`src/rtl/pc_scheduler_array.sv`:
```
// Per-thread program-counter file with a round-robin fetch scheduler.
// Each cycle one active thread is chosen, starting the search at rr_ptr. That
// thread's PC goes to fetch, and the PC then post-increments by PC_STRIDE.
// Later pipeline stages start, halt and redirect threads; these take effect at the next edge.
module pc_scheduler_array #(
    parameter int unsigned THREAD_INDEX_BITS = 3,
    parameter int unsigned PC_WIDTH          = 8,
    parameter int unsigned PC_STRIDE         = 1,
    parameter int unsigned RESET_PC          = 0,
    parameter int unsigned RESET_ACTIVE_MASK = 1
) (
    input  logic                           clk,
    input  logic                           reset,
    input  logic                           in_stall,
    input  logic                           in_redirect_valid,
    input  logic [THREAD_INDEX_BITS-1:0]   in_redirect_thread,
    input  logic [PC_WIDTH-1:0]            in_redirect_pc,
    input  logic                           in_start_valid,
    input  logic [THREAD_INDEX_BITS-1:0]   in_start_thread,
    input  logic [PC_WIDTH-1:0]            in_start_pc,
    input  logic                           in_halt_valid,
    input  logic [THREAD_INDEX_BITS-1:0]   in_halt_thread,
    output logic                           out_fetch_valid,
    output logic [THREAD_INDEX_BITS-1:0]   out_fetch_thread,
    output logic [PC_WIDTH-1:0]            out_fetch_pc,
    output logic [(1<<THREAD_INDEX_BITS)-1:0] out_active_mask,
    output logic                           out_idle
);

    localparam int unsigned N = 1 << THREAD_INDEX_BITS;

    logic [PC_WIDTH-1:0]          pc [N];
    logic [N-1:0]                 active;
    logic [THREAD_INDEX_BITS-1:0] rr_ptr;
    logic [THREAD_INDEX_BITS-1:0] sel;
    logic [THREAD_INDEX_BITS-1:0] idx;
    logic                         found;

    // Round-robin search for the first active thread at or after rr_ptr
    always_comb begin
        sel   = '0;
        idx   = '0;
        found = 1'b0;
        for (int unsigned k = 0; k < N; k++) begin
            idx = rr_ptr + THREAD_INDEX_BITS'(k);
            if (!found && active[idx]) begin
                sel   = idx;
                found = 1'b1;
            end
        end
    end

    // Fetch outputs read the current state with zero latency; thread 0 is shown when nothing issues
    always_comb begin
        out_fetch_valid  = found & ~in_stall;
        out_fetch_thread = out_fetch_valid ? sel : '0;
        out_fetch_pc     = pc[out_fetch_thread];
        out_active_mask  = active;
        out_idle         = ~found;
    end

    // Per-thread update with same-thread priority halt > start > redirect > issue increment
    always_ff @(posedge clk or posedge reset) begin
        if (reset) begin
            for (int unsigned i = 0; i < N; i++) begin
                pc[i] <= PC_WIDTH'(RESET_PC);
            end
            active <= N'(RESET_ACTIVE_MASK);
            rr_ptr <= '0;
        end else begin
            for (int unsigned i = 0; i < N; i++) begin
                if (in_halt_valid && in_halt_thread == THREAD_INDEX_BITS'(i)) begin
                    active[i] <= 1'b0;
                end else if (in_start_valid && in_start_thread == THREAD_INDEX_BITS'(i)) begin
                    active[i] <= 1'b1;
                    pc[i]     <= in_start_pc;
                end else if (in_redirect_valid && in_redirect_thread == THREAD_INDEX_BITS'(i)) begin
                    pc[i] <= in_redirect_pc;
                end else if (out_fetch_valid && sel == THREAD_INDEX_BITS'(i)) begin
                    pc[i] <= pc[i] + PC_WIDTH'(PC_STRIDE);
                end
            end
            if (out_fetch_valid) begin
                rr_ptr <= sel + THREAD_INDEX_BITS'(1);
            end
        end
    end

endmodule

```
`config.mk`:
```
export PLATFORM = sky130hd
export DESIGN_NAME = pc_scheduler_array
export DESIGN_NICKNAME = d
export VERILOG_FILES = /design/src/rtl/pc_scheduler_array.sv
export SDC_FILE = /design/constraint.sdc
export NUM_CORES = 1
export LEC_CHECK = 0
export CORE_MARGIN = 5
export CORE_UTILIZATION = 40
export CTS_CLUSTER_SIZE = 30
export DETAILED_ROUTE_END_ITERATION = 8
export HOLD_SLACK_MARGIN = 0.05
export PLACE_DENSITY_LB_ADDON = 0.3
export SETUP_SLACK_MARGIN = 0.02
export SKIP_CTS_REPAIR_TIMING = 1
export SYNTH_ARGS = -nofsm -noshare
export SYNTH_HDL_FRONTEND = slang
export SYNTH_SLANG_ARGS = --single-unit
```
`constraint.sdc`:
```
create_clock -name clk -period 5.73 [get_ports clk]
set_clock_uncertainty 0.2 [all_clocks]
set_input_delay 0.573 -clock clk [delete_from_list [all_inputs] [get_ports clk]]
set_output_delay 0.573 -clock clk [all_outputs]
set_load 0.02 [all_outputs]
```
==> results.py <==
metrics = {
    "outcome": {
        "status": "finished, final reports clean",
    },
    "setup_path": {
        "criticalPathCategory": "flop to output port",
        "crit_arrival_ns": 4.69,
        "crit_path_max_fanout": 19,
        "cp_slowest_cell": "clkdlybuf4s50_1",
        "end_kind": "output port",
        "cp-start-kind": "flop",
        "cp.required_ns": 4.96,
        "crit_chain": "inv_1, ha_1, mux4_2, nor4_1, nand3_1, a221o_1, o31ai_2, nand2_4, clkinv_4, mux2i_1, a22o_1, a211oi_1, clkdlybuf4s50_1",
        "slowest_delay_ns": 0.68,
    },
    "global_routing": {
        "antenna_found_initial": 0,
        "grt_max_degree": 76,
        "grt_first_pass_wirelength_mm": 33.8,
        "grt_usage_pct": 22.0,
        "grt_pass1_vias": 5734,
        "gr-total-overflow": 0,
    },
    "layout": {
        "diodes": 0,
        "syn_to_final_growth_pct": 14.6,
        "design_area_um2": 7640,
        "nets": 883,
        "drive_gt1_share_pct": 10.5,
    },
    "floorplanning": {
        "die_y_um": 139,
        "rows": 47,
        "ioPinCount": 52,
        "die-area_um2": 19400,
        "die_x_um": 139,
        "core_um2": 16500,
        "initial_utilization_pct": 40.5,
    },
    "timing": {
        "setup_viol_count_final": 0,
        "tightest_slew_ns": 1.14,
        "fmax_ghz": 0.183,
        "period_needed_ns": 5.46,
        "hold_viol_final": 0,
        "relSlewSlack_pct": 24.0,
        "finalWorstSetupSlack_ns": 0.271,
        "fin_hold_ws_ns": 0.349,
        "min_period_over_period_pct": 95.3,
        "finalMaxSlewViolations": 0,
        "fin_tns_setup_ns": 0,
        "grt_setup_unrepaired": "no",
    },
    "clock_network": {
        "clk_path_buf_depth": 2,
        "cts.sinks": 75,
        "root_buffer": "clkbuf_16",
        "numCtsBuffers": 9,
        "cts_tree": "built",
        "clk_pin_slew_ns": 0.06,
        "clk_latency_ns": 0.35,
        "htreeDepth": 3,
    },
    "yosys": {
        "synthesis.area_um2": 6670,
        "ys_warn_count": 0,
        "synth_top_area_share_pct": 27.8,
        "syn_avg_cell_area_um2": 8.21,
        "synth_top_cell_by_area": "dfrtp_1",
        "ys_types": 72,
        "syn_nets": 859,
        "syn_inst": 812,
        "synth-main-ff-cell": "dfrtp_1",
        "synth_area_leaders": "dfrtp_1 28%, mux2i_1 6.5%, nand2_1 5.1%, o21ai_0 5.0%, nor2_1 4.9%",
        "async_flop_share_pct": 100,
        "synth_edf_count": 0,
        "yosysSeqAreaShare_pct": 28.2,
        "ys_ff_latch": 75,
    },
    "power_and_ir_drop": {
        "ir_drop_v": 0.000362,
        "p_per_area_nw_per_um2": 724,
        "leakage_nw": 3.00,
        "total_power_mw": 5.53,
    },
    "route": {
        "drt_wl_total_mm": 21.3,
        "drtPass1Iterations": 5,
        "dr_total_vias": 6289,
        "drt_iter0_drc": 566,
        "drtAntennaViolNets": 0,
        "post_drt_wl_per_cell_um": 20.1,
        "drc_errors": 0,
        "via_per_inst": 5.93,
    },
    "placed_design": {
        "io_buffers": 51,
        "hpwl_mm": 15.5,
        "place_congestion": 0.920,
        "placed_area_um2": 7310,
        "dp_slack_ns": 0.524,
    },
    "run": {
        "drv_cap": 0,
    },
    "worst_hold_path": {
        "hp-class": "flop to flop",
    },
}
## worst max-delay path, delay by kind of cell, from the launching register on
kind | cells | cell delay (ns)
buf+inv | 3 | 1.02
fa+ha+maj | 1 | 0.44
simple gates | 3 | 0.76
compound gates | 4 | 1.03
flops | 1 | 0.34
mux | 2 | 0.73
## report_power, final
part / switching (mW) / leakage, nW / total (mW) / internal [mW]
registers: 0.358 / 0.926 / 1.12 / 0.760
logic: 2.12 / 1.92 / 3.79 / 1.66
clock network: 0.232 / 0.157 / 0.626 / 0.394
## sequential cells by signal, summed over array words and instances (netlist names)
register         cells
rr_ptr               3
out_active_mask      8
pc                  64
## cell families (layout without fill, tap and decap cells)
group                    count (synthesis)  in the layout  share of synthesized area [%]
AND/OR/NAND/NOR                        285            285                           19.4
AO/OA/AOI/OAI                          241            241                           23.5
multiplexers                            80             80                           14.6
flip-flops                              75             75                           28.2
buffers and inverters                   62             91                           4.37
XOR/XNOR                                53             53                           6.96
adder cells (fa/ha/maj)                 16             16                           3.00
## path summary, 6_finish.rpt
path / slack [ns] / depth (start not counted) / from / end
worst min-delay path: 0.35 / 2 / pc[39] / pc[39]
worst max register to register: 1.03 / 14 / rr_ptr[0] / pc[25]
min in group asynchronous: 0.66 / 3 / reset / pc[10]
worst min register to register: 0.35 / 2 / pc[39] / pc[39]
max in group asynchronous: 3.99 / 3 / reset / pc[51]
worst max-delay path: 0.27 / 13 / rr_ptr[0] / out_fetch_pc[0]
## Yosys cell counts, drive strengths merged, types with 6 or more instances
library cell,count
mux2,25
o21ai,69
and2,13
xor2,31
nor2b,9
nand3,41
a211oi,41
clkbuf,29
buf,20
a22o,17
ha,16
nor3,13
nand2,93
mux2i,44
and3,6
nor2,89
a31oi,8
o2bb2ai,8
dfrtp,74
inv,12
mux4,11
xnor2,22
a21oi,64
## metrics by stage
stage | cells | util, %
after global placement | 1045 | 44.4
after global routing | 1061 | 46.4
after detailed placement | 1045 | 44.4
after floorplan | 812 | -
after CTS | 1061 | 46.3
final | 1061 | 46.4
## layout by cell type (no fill, tap or decap), types with 5 or more instances in the layout
cell type,synthesis,final
nor3_1,12,10
a211oi_1,40,40
nor2b_1,9,9
mux4_2,11,11
a21oi_1,63,63
nand2_1,90,90
buf_4,3,11
mux2_2,25,25
clkdlybuf4s50_1,0,51
xnor2_1,22,22
ha_1,16,16
and3_1,6,6
clkbuf_16,0,9
nor2_1,87,87
nand3_1,41,41
nor3b_1,5,5
a31oi_1,7,7
xor2_1,31,31
mux2i_1,43,43
a22o_1,17,17
inv_1,11,10
dfrtp_1,74,74
o21ai_0,66,65
o2bb2ai_1,8,8
o21a_1,5,5
and2_1,12,12
## final cells by class
class / count / area (um2)
Clock buffer: 12 / 246
Clock inverter: 4 / 73.8
Fill cell: 1592 / 8820
Inverter: 13 / 55.1
Multi-Input combinational cell: 675 / 4520
Sequential cell: 75 / 1880
Tap cell: 220 / 275
Timing Repair Buffer: 62 / 593
## layer usage
metal	routed length (um)	up-vias	GRT usage [%]
li1	-	3019	-
met1	10100	3020	32.5
met2	9250	217	32.6
met3	1360	33	3.90
met4	600	0	7.16
met5	0	-	0
No activity file was read; power rests on OpenSTA's default activity.
